<file path="src/rtl/mesi_pkg.sv">
// Shared encodings for the MESI snooping-bus controller: line states,
// bus messages, memory commands and controller FSM states.
package mesi_pkg;

    localparam int unsigned MSG_W     = 2;
    localparam int unsigned MEM_CMD_W = 2;
    localparam int unsigned STATE_W   = 3;

    typedef enum logic [1:0] {
        MESI_I = 2'd0,
        MESI_S = 2'd1,
        MESI_E = 2'd2,
        MESI_M = 2'd3
    } mesi_state_e;

    typedef enum logic [MSG_W-1:0] {
        MSG_NONE    = 2'd0,
        MSG_RD_MISS = 2'd1,
        MSG_WR_MISS = 2'd2,
        MSG_INV     = 2'd3
    } bus_msg_e;

    typedef enum logic [MEM_CMD_W-1:0] {
        MEM_NONE = 2'd0,
        MEM_READ = 2'd1,
        MEM_WB   = 2'd2
    } mem_cmd_e;

    typedef enum logic [STATE_W-1:0] {
        ST_IDLE  = 3'd0,
        ST_SNOOP = 3'd1,
        ST_RESP  = 3'd2,
        ST_WB    = 3'd3,
        ST_FETCH = 3'd4,
        ST_DONE  = 3'd5
    } ctrl_state_e;

    // True when more than one bit of the vector is set.
    function automatic logic multi_hot(input logic [7:0] v);
        return (v & (v - 8'd1)) != 8'd0;
    endfunction

endpackage

</file>
<file path="src/rtl/mesi_bus_controller_if.sv">
// Cache-side and memory-side signals of the snooping bus controller.
interface mesi_bus_controller_if #(
    parameter int unsigned N_CACHES = 2
);
    import mesi_pkg::*;

    logic [N_CACHES-1:0]   req;
    logic [2*N_CACHES-1:0] req_msg;
    logic [N_CACHES-1:0]   snoop_shared;
    logic [N_CACHES-1:0]   snoop_dirty;
    logic                  mem_ready;

    logic [N_CACHES-1:0]   grant;
    logic                  snoop_valid;
    logic [MSG_W-1:0]      bus_msg;
    logic                  mem_valid;
    logic [MEM_CMD_W-1:0]  mem_cmd;
    logic [N_CACHES-1:0]   done;
    logic                  done_shared;
    logic                  protocol_err;
    logic [STATE_W-1:0]    dbg_state;

    // Controller view.
    modport master (
        input  req, req_msg, snoop_shared, snoop_dirty, mem_ready,
        output grant, snoop_valid, bus_msg, mem_valid, mem_cmd,
               done, done_shared, protocol_err, dbg_state
    );

    // Cache/memory view.
    modport slave (
        output req, req_msg, snoop_shared, snoop_dirty, mem_ready,
        input  grant, snoop_valid, bus_msg, mem_valid, mem_cmd,
               done, done_shared, protocol_err, dbg_state
    );

endinterface

</file>
<file path="src/rtl/rr_arbiter.sv">
// N-way round-robin picker. r_ptr is the first index searched; after a
// transaction it moves to the index just past the owner, so the owner
// has lowest priority next time.
module rr_arbiter #(
    parameter int unsigned N = 2
) (
    input  logic         clock,
    input  logic         reset,
    input  logic [N-1:0] i_eligible,
    input  logic         i_update,
    input  logic [N-1:0] i_owner,
    output logic [N-1:0] o_grant_c,
    output logic         o_valid_c
);
    localparam int unsigned IDX_W = (N > 1) ? $clog2(N) : 1;

    logic [IDX_W-1:0] r_ptr;
    logic [IDX_W-1:0] w_ptr_d;
    logic [IDX_W-1:0] w_idx;

    // Pick the first eligible requester starting at r_ptr, wrapping.
    always_comb begin
        o_grant_c = '0;
        o_valid_c = 1'b0;
        w_idx     = r_ptr;
        for (int unsigned k = 0; k < N; k++) begin
            w_idx = IDX_W'((32'(r_ptr) + k) % N);
            if (!o_valid_c && i_eligible[w_idx]) begin
                o_grant_c[w_idx] = 1'b1;
                o_valid_c        = 1'b1;
            end
        end
    end

    // Next search start: one past the one-hot owner.
    always_comb begin
        w_ptr_d = r_ptr;
        for (int unsigned i = 0; i < N; i++) begin
            if (i_owner[i]) begin
                w_ptr_d = IDX_W'((i + 1) % N);
            end
        end
    end

    // Pointer register, advanced when a transaction completes.
    always_ff @(posedge clock or posedge reset) begin
        if (reset) begin
            r_ptr <= '0;
        end else if (i_update) begin
            r_ptr <= w_ptr_d;
        end
    end

endmodule

</file>
<file path="src/rtl/mesi_bus_controller.sv">
// Snooping-bus controller: arbitrates among caches, broadcasts the
// owner's message, samples snoop responses, sequences write-back and
// fetch, then pulses done to the owner.
module mesi_bus_controller
    import mesi_pkg::*;
#(
    parameter int unsigned N_CACHES = 2
) (
    input  logic                  clock,
    input  logic                  reset,
    mesi_bus_controller_if.master bus
);

    ctrl_state_e           r_state, w_state_d;
    logic [N_CACHES-1:0]   w_eligible, w_pick, w_sh_m, w_dt_m;
    logic                  w_pick_valid;
    logic [MSG_W-1:0]      w_pick_msg;
    logic                  w_rr_update;

    logic [N_CACHES-1:0]   r_grant, w_grant_d;
    logic [MSG_W-1:0]      r_msg, w_msg_d;
    logic                  r_hit, w_hit_d;
    logic                  r_perr, w_perr_d;

    logic                  r_snoop_valid, w_snoop_valid_d;
    logic                  r_mem_valid, w_mem_valid_d;
    logic [MEM_CMD_W-1:0]  r_mem_cmd, w_mem_cmd_d;
    logic [N_CACHES-1:0]   r_done, w_done_d;
    logic                  r_done_shared, w_done_shared_d;
    logic [STATE_W-1:0]    r_dbg_state, w_dbg_state_d;

    // A request counts only if it carries a real message.
    always_comb begin
        w_eligible = '0;
        for (int unsigned i = 0; i < N_CACHES; i++) begin
            w_eligible[i] = bus.req[i] && (bus.req_msg[2*i +: 2] != MSG_NONE);
        end
    end

    // Message of the arbitration winner.
    always_comb begin
        w_pick_msg = MSG_NONE;
        for (int unsigned i = 0; i < N_CACHES; i++) begin
            if (w_pick[i]) begin
                w_pick_msg = bus.req_msg[2*i +: 2];
            end
        end
    end

    rr_arbiter #(
        .N (N_CACHES)
    ) u_rr (
        .clock      (clock),
        .reset      (reset),
        .i_eligible (w_eligible),
        .i_update   (w_rr_update),
        .i_owner    (r_grant),
        .o_grant_c  (w_pick),
        .o_valid_c  (w_pick_valid)
    );

    assign w_rr_update = (r_state == ST_DONE);
    assign w_sh_m      = bus.snoop_shared & ~r_grant;
    assign w_dt_m      = bus.snoop_dirty  & ~r_grant;

    // Next state, latched transaction context and next output values.
    always_comb begin
        w_state_d = r_state;
        w_grant_d = r_grant;
        w_msg_d   = r_msg;
        w_hit_d   = r_hit;
        w_perr_d  = r_perr;

        case (r_state)
            ST_IDLE: begin
                if (w_pick_valid) begin
                    w_state_d = ST_SNOOP;
                    w_grant_d = w_pick;
                    w_msg_d   = w_pick_msg;
                    w_hit_d   = 1'b0;
                end
            end
            ST_SNOOP: w_state_d = ST_RESP;
            ST_RESP: begin
                w_hit_d = |(w_sh_m | w_dt_m);
                if (multi_hot(8'(w_dt_m))) begin
                    w_perr_d = 1'b1;
                end
                if (r_msg == MSG_INV) begin
                    w_state_d = ST_DONE;
                end else if (|w_dt_m) begin
                    w_state_d = ST_WB;
                end else begin
                    w_state_d = ST_FETCH;
                end
            end
            ST_WB: begin
                if (bus.mem_ready) begin
                    w_state_d = ST_FETCH;
                end
            end
            ST_FETCH: begin
                if (bus.mem_ready) begin
                    w_state_d = ST_DONE;
                end
            end
            ST_DONE: begin
                w_state_d = ST_IDLE;
                w_grant_d = '0;
                w_msg_d   = MSG_NONE;
                w_hit_d   = 1'b0;
            end
            default: w_state_d = ST_IDLE;
        endcase

        w_snoop_valid_d = (w_state_d == ST_SNOOP);
        w_mem_valid_d   = (w_state_d == ST_WB) || (w_state_d == ST_FETCH);
        w_mem_cmd_d     = MEM_NONE;
        if (w_state_d == ST_WB) begin
            w_mem_cmd_d = MEM_WB;
        end else if (w_state_d == ST_FETCH) begin
            w_mem_cmd_d = MEM_READ;
        end
        w_done_d        = (w_state_d == ST_DONE) ? w_grant_d : '0;
        w_done_shared_d = (w_state_d == ST_DONE) && (w_msg_d == MSG_RD_MISS) && w_hit_d;
        w_dbg_state_d   = w_state_d;
    end

    // State, context and registered outputs; reset aborts any transaction.
    always_ff @(posedge clock or posedge reset) begin
        if (reset) begin
            r_state       <= ST_IDLE;
            r_grant       <= '0;
            r_msg         <= MSG_NONE;
            r_hit         <= 1'b0;
            r_perr        <= 1'b0;
            r_snoop_valid <= 1'b0;
            r_mem_valid   <= 1'b0;
            r_mem_cmd     <= MEM_NONE;
            r_done        <= '0;
            r_done_shared <= 1'b0;
            r_dbg_state   <= '0;
        end else begin
            r_state       <= w_state_d;
            r_grant       <= w_grant_d;
            r_msg         <= w_msg_d;
            r_hit         <= w_hit_d;
            r_perr        <= w_perr_d;
            r_snoop_valid <= w_snoop_valid_d;
            r_mem_valid   <= w_mem_valid_d;
            r_mem_cmd     <= w_mem_cmd_d;
            r_done        <= w_done_d;
            r_done_shared <= w_done_shared_d;
            r_dbg_state   <= w_dbg_state_d;
        end
    end

    assign bus.grant        = r_grant;
    assign bus.snoop_valid  = r_snoop_valid;
    assign bus.bus_msg      = r_msg;
    assign bus.mem_valid    = r_mem_valid;
    assign bus.mem_cmd      = r_mem_cmd;
    assign bus.done         = r_done;
    assign bus.done_shared  = r_done_shared;
    assign bus.protocol_err = r_perr;
    assign bus.dbg_state    = r_dbg_state;

endmodule

</file>
<file path="src/flat_wrapper.sv">
// flat-port wrapper written by rule: the top's interface ports become plain ports
module mesi_bus_controller_flat import mesi_pkg::*;
#(
    parameter int unsigned N_CACHES = 2
)
  (clock, reset, bus_req, bus_req_msg, bus_snoop_shared, bus_snoop_dirty, bus_mem_ready, bus_grant, bus_snoop_valid, bus_bus_msg, bus_mem_valid, bus_mem_cmd, bus_done, bus_done_shared, bus_protocol_err, bus_dbg_state);
  mesi_bus_controller_if #(.N_CACHES(N_CACHES)) bus_i ();
  input  logic clock;
  input  logic reset;
  input wire logic [$bits(bus_i.req)-1:0] bus_req;
  input wire logic [$bits(bus_i.req_msg)-1:0] bus_req_msg;
  input wire logic [$bits(bus_i.snoop_shared)-1:0] bus_snoop_shared;
  input wire logic [$bits(bus_i.snoop_dirty)-1:0] bus_snoop_dirty;
  input wire logic [$bits(bus_i.mem_ready)-1:0] bus_mem_ready;
  output wire logic [$bits(bus_i.grant)-1:0] bus_grant;
  output wire logic [$bits(bus_i.snoop_valid)-1:0] bus_snoop_valid;
  output wire logic [$bits(bus_i.bus_msg)-1:0] bus_bus_msg;
  output wire logic [$bits(bus_i.mem_valid)-1:0] bus_mem_valid;
  output wire logic [$bits(bus_i.mem_cmd)-1:0] bus_mem_cmd;
  output wire logic [$bits(bus_i.done)-1:0] bus_done;
  output wire logic [$bits(bus_i.done_shared)-1:0] bus_done_shared;
  output wire logic [$bits(bus_i.protocol_err)-1:0] bus_protocol_err;
  output wire logic [$bits(bus_i.dbg_state)-1:0] bus_dbg_state;
  assign bus_i.req = bus_req;
  assign bus_i.req_msg = bus_req_msg;
  assign bus_i.snoop_shared = bus_snoop_shared;
  assign bus_i.snoop_dirty = bus_snoop_dirty;
  assign bus_i.mem_ready = bus_mem_ready;
  assign bus_grant = bus_i.grant;
  assign bus_snoop_valid = bus_i.snoop_valid;
  assign bus_bus_msg = bus_i.bus_msg;
  assign bus_mem_valid = bus_i.mem_valid;
  assign bus_mem_cmd = bus_i.mem_cmd;
  assign bus_done = bus_i.done;
  assign bus_done_shared = bus_i.done_shared;
  assign bus_protocol_err = bus_i.protocol_err;
  assign bus_dbg_state = bus_i.dbg_state;
  mesi_bus_controller #(.N_CACHES(N_CACHES)) u_core (.clock(clock), .reset(reset), .bus(bus_i));
endmodule
</file>
<file path="config.mk">
export PLATFORM = sky130hd
export DESIGN_NAME = mesi_bus_controller_flat
export DESIGN_NICKNAME = d
export VERILOG_FILES = /design/src/rtl/mesi_pkg.sv /design/src/rtl/mesi_bus_controller_if.sv /design/src/rtl/rr_arbiter.sv /design/src/rtl/mesi_bus_controller.sv /design/src/flat_wrapper.sv
export SDC_FILE = /design/constraint.sdc
export NUM_CORES = 1
export LEC_CHECK = 0
export CORE_MARGIN = 2
export CORE_UTILIZATION = 49
export CTS_CLUSTER_DIAMETER = 150
export DETAILED_ROUTE_END_ITERATION = 10
export PLACE_DENSITY = 0.86
export SLEW_MARGIN = 10
export SYNTH_ARGS = -nofsm -noshare
export SYNTH_HDL_FRONTEND = slang
export SYNTH_SLANG_ARGS = --single-unit
</file>
<file path="constraint.sdc">
create_clock -name clock -period 3.86 [get_ports clock]
set_input_delay 0.772 -clock clock [delete_from_list [all_inputs] [get_ports clock]]
set_output_delay 0.772 -clock clock [all_outputs]
set_load 0.05 [all_outputs]
</file>
# Word-level counts from Yosys, hierarchy flattened
# Cells that the tools add are included.
[totals]
regBits = 17
latchBits = 0
ram_bits = 0
rom_bits = 0
input_bits = 13
word_cells = 83
memories = 0
[classes]
addsub = 2
n_mul = 0
div = 0
n_lt_le_gt_ge = 4
eq_ne = 11
n_shift = 0
mux = 31
bitwise = 6
n_reduce_logical = 18
[op_table]
columns = ["operator", "count"]
rows = [
  ["$mux W2", 8],
  ["$mux W3", 5],
  ["$pmux W3 S5", 1],
  ["$eq A3 B3 Y1 const B", 4],
  ["$mux W1", 12],
  ["$eq A3 B2 Y1 const B", 3],
  ["$and A2 B8 Y8", 1],
  ["$pmux W2 S2", 2],
  ["$reduce_bool A8 Y1", 1],
  ["$logic_and A1 B1 Y1", 7],
  ["$eq A3 B1 Y1 const B", 2],
  ["$reduce_bool A2 Y1", 3],
  ["$and A2 B2 Y2", 2],
  ["$lt A1 B2 Y1 const B", 2],
  ["$or A2 B2 Y2", 2],
  ["$reduce_and A2 Y1", 2],
  ["$reduce_or A2 Y1", 2],
  ["$logic_not A3 Y1", 1],
  ["$pmux W1 S3", 1],
  ["$sub A2 B1 Y3 const B", 1],
  ["$demux W1 S1", 2],
  ["$eq A2 B1 Y1 const B", 1],
  ["$eq A2 B2 Y1 const B", 1],
  ["$ge A1 B1 Y1 const B", 2],
  ["4 further kinds", 4],
]

# Longest topological paths before layout
[depth]
ltp_word = 15
depth_mapped = 6
depth_no_buf = 6

# By module
# A second synthesis with hierarchy kept.
[hier_totals]
hier_cells = 98
area_unflattened_um2 = 937.1
[by_module_without_submodules]
columns = ["module", "instances", "cells_per_inst", "area_per_inst_um2", "seq_area_each_um2"]
rows = [
  ["mesi_bus_controller", 1, 90, 873.3, 400.4],
  ["rr_arbiter", 1, 8, 63.8, 25.0],
]

# Worst setup path before layout
# OpenSTA, ideal clock, no wires.
[synth_path]
path_kind = "input -> register"
from = "input port bus_snoop_dirty[1]"
to = "register u_core.r_done_shared (netlist: u_core.bus.done_shared)"
arrival_ns = 1.655
required_ns = 3.765
setup_slack_ns = 2.109
stages = 5
cell_sequence = "nor2b_1 > o21ai_1 > a21oi_1 > o21a_1 > nor4b_2"
[synth_via]
elab_chain_cells = 8
word_cells_on_any_way = 11
[synth_lines]
columns = ["element", "line", "rtl"]
rows = [
  ["start, declared", "flat_wrapper.sv:13", "input wire logic [$bits(bus_i.snoop_dirty)-1:0] bus_snoop_dirty;"],
  ["$and A2 B2 Y2 *", "mesi_bus_controller.sv:64", "assign w_dt_m = bus.snoop_dirty & ~r_grant;"],
  ["$reduce_or A2 Y1", "mesi_bus_controller.sv:91", "end else if (|w_dt_m) begin"],
  ["$mux W3", "mesi_bus_controller.sv:91", ""],
  ["$mux W3", "mesi_bus_controller.sv:89", "if (r_msg == MSG_INV) begin"],
  ["$pmux W3 S5", "mesi_bus_controller.sv:74", "case (r_state)"],
  ["$eq A3 B3 Y1", "mesi_bus_controller.sv:125", "w_done_shared_d = (w_state_d == ST_DONE) && (w_msg_d == MSG_RD_MISS) && w_hit_d;"],
  ["$logic_and A1 B1 Y1", "mesi_bus_controller.sv:125", ""],
  ["$logic_and A1 B1 Y1 *", "mesi_bus_controller.sv:125", ""],
  ["named net u_core.w_done_shared_d", "mesi_bus_controller.sv:29", "logic r_done_shared, w_done_shared_d;"],
  ["end signal, assigned", "mesi_bus_controller.sv:153", "r_done_shared <= w_done_shared_d;"],
  ["end, declared", "mesi_bus_controller.sv:29", ""],
]
# The timed path passes the listed nets; every way through them passes the cells marked *.
# A chain may end at the register's enable or synchronous reset.

==> qor.csv <==
metric;value;unit
DR pass1 iterations;4;
Routability Congestion;0.8345;
CTS HTree Levels;1;
WHS;0.4823;ns
Final Skew;0.01288;ns
Synth Instances;98;
CP Max Fanout;14;
Synth Warn #;0;
Total Routed Length;2139;um
setup_tns;0;ns
worst hold path class;flip-flop to flip-flop;
Syn Area/Cell;9.665;sq um
Worst Path Arrival;1.79;ns
CTS Sinks;17;
Worst Tran Pin Value;0.6559;ns
syn nets;111;
Startpoint Class;flip-flop;
global-route met3 utilization;4.906;%
Pwr Total;1.108;mW
per-cell routed wire length;13.98;um
Core ar.;1764;sq um
GRT met1 Usage;25.23;%
synthesized cell area;947.2;sq um
Initial Utilization;53.69;%
delay-heaviest family, CP;buffers and inverters;
# DRC;0;
cts bufs inserted;3;
Setup Crit Path Kind;flip-flop to output pin;
Starting DRT DRC Count;16;
FF-to-FF path depth;5;
I/O Buffers;27;
Clk pin slew, worst setup/hold paths;0.10;ns
WP data required;3.09;ns
asr flop ratio synth;100.0;%
crit path cell chain;clkdlybuf4s50_1;
Reg-to-Reg Start;u_core.r_state[0]$_DFF_PP0_;
Synth area leaders;dfrtp_1 (45%), nand2_1 (6.3%), inv_1 (3.6%);
VDD IR-drop max;469.7;uV
Detail Placement HPWL;1651;um
IO Count;28;
global-route wire length before repair;3236;um
final layout net count;142;
Max Cap Viol;0;
fmax;0.3900;GHz
end of the worst hold path;u_core.bus.protocol_err$_DFFE_PP0P_;
Lkg Pwr;0.5443;nW
Layout area overhead;34.08;%
cts hold-fix bufs;0;
fin cells;153;
number of library cell types mapped by synthesis;38;
clock tree buffer depth;2;
most frequent cell after synthesis;dfrtp_1;
clock tree from TritonCTS;built;
Rel. slew slack;56.23;%
vias in the first global route;773;
outcome;complete, no violations;
post-CTS setup buffers;0;
Die Ht;47.97;um
grt met2 use;35.73;%
RSZ-0062 raised after global routing;no;
flops & latches, synth;17;
Slew Limit Fails;0;
GRT Max-Usage Layer;met2;
placed inst area;1244;sq um
DR vias;828;
r2r setup slk;2.19;ns
vias per cell;5.412;
Crit path buffers/inverters;1;
DRT antenna net count;0;
Post-synth EDFFs;0;
initial antenna violation count;0;
full die area;2301;sq um
Top FF cell, synth;dfrtp_1;
Placed Cells;149;
pwr/cell area;872.2;nW/um^2
clock insertion delay at the later pin of the skew report;0.29;ns
setup violation total in the final timing report;0;
crit share post-route;66.43;%
Max stage delay cell, worst path;clkdlybuf4s50_1;
Antenna diodes;0;
fin area;1270;sq um
sequential fraction of the synthesis area;44.91;%
WHS Path Cells;1;
standard-cell rows;15;
R2R Path End;u_core.bus.done[1]$_DFF_PP0_;
Critical Path End Type;output pin;
clk root buf;clkbuf_4;
Synth top area share;44.91;%
Final min period;2.564;ns
post-cts sizing count;0;
crit-path max cell delay;0.89;ns
final hold vios;0;
total track usage;20.57;%
hold_sp;u_core.bus.protocol_err$_DFFE_PP0P_;
largest net degree at the start of global routing;18;
gr ovfl total;0;
Die X;47.97;um
fraction of layout cells with a size suffix above 1;14.84;%
Synth top cells by count;dfrtp_1 (17), nand2_1 (16), inv_1 (9);
Synth area leader;dfrtp_1;
area by class of cell:
cell class / count / area, sq um
multi-input cells: 69 / 475.5
repair buffers: 27 / 270.3
fillers: 140 / 494.2
inverters: 11 / 41.29
clock buffers: 4 / 26.28
well taps: 25 / 31.28
flip-flops and latches: 17 / 425.4
layer usage:
metal | share of wire (%) | vias to the layer above
met4 | 0.61 | 0
met3 | 5.1 | 2
li1 | - | 414
met1 | 45 | 390
met2 | 49 | 22
met5 | 0 | -
logic make-up after synthesis:
| logic type | Yosys count | synth area share, % |
|---|---|---|
| flip-flops | 17 | 44.91 |
| AND/OR/NAND/NOR | 37 | 22.19 |
| multiplexers | 1 | 1.057 |
| AO/OA/AOI/OAI | 31 | 26.95 |
| buffers and inverters | 12 | 4.887 |
cells in the final DEF, fill, tap and decap left out, types with 2 or more instances in the layout:
master / n
a21oi_1: 4
o22ai_1: 3
o21ai_2: 3
nor3b_2: 2
a31oi_1: 2
nand3_1: 2
clkdlybuf4s50_1: 27
nor2_4: 2
nor2b_1: 3
o2111ai_1: 3
o21ai_1: 2
dfrtp_1: 17
nor2_1: 5
inv_2: 2
inv_1: 9
nand2_1: 16
clkbuf_4: 3
how the worst max path moves through the flow:
| stage | from | endpoint | cells past startpoint |
|---|---|---|---|
| 2_1_floorplan | bus_snoop_dirty[1] | u_core.bus.done_shared$_DFF_PP0_ | 5 |
| 3_3_place_gp | bus_req_msg[1] | u_core.bus.done_shared$_DFF_PP0_ | 6 |
| 3_5_place_dp | bus_snoop_dirty[1] | u_core.bus.mem_valid$_DFF_PP0_ | 6 |
| 4_1_cts | u_core.r_state[0]$_DFF_PP0_ | bus_dbg_state[0] | 1 |
| 5_1_grt | u_core.r_state[0]$_DFF_PP0_ | bus_dbg_state[0] | 1 |
| 6_report | u_core.r_state[0]$_DFF_PP0_ | bus_dbg_state[0] | 1 |
through the flow:
stage	util, %	setup slack, ns
finish	71.99	1.296
CTS	71.99	1.303
floorplan	-	2.109
global placement	70.50	1.556
detailed placement	70.50	1.497
global route	71.99	1.256
power by group:
group	internal, mW	total, mW	leakage, nW	switching [mW]
Combinational	0.255	0.687	0.311	0.432
Sequential	0.246	0.325	0.219	0.0791
Clock	0.0402	0.0956	0.0150	0.0554
Total	0.541	1.11	0.544	0.566
registers in the layout (all words and copies together) (netlist names):
register	count
u_core.r_hit	1
u_core.bus.done_shared	1
u_core.bus.grant	2
u_core.bus.bus_msg	2
u_core.bus.done	2
u_core.bus.snoop_valid	1
u_core.r_state	3
u_core.bus.protocol_err	1
u_core.u_rr.r_ptr	1
u_core.bus.mem_valid	1
u_core.bus.mem_cmd	2
Note: power is estimated with default switching activity, not from simulation.
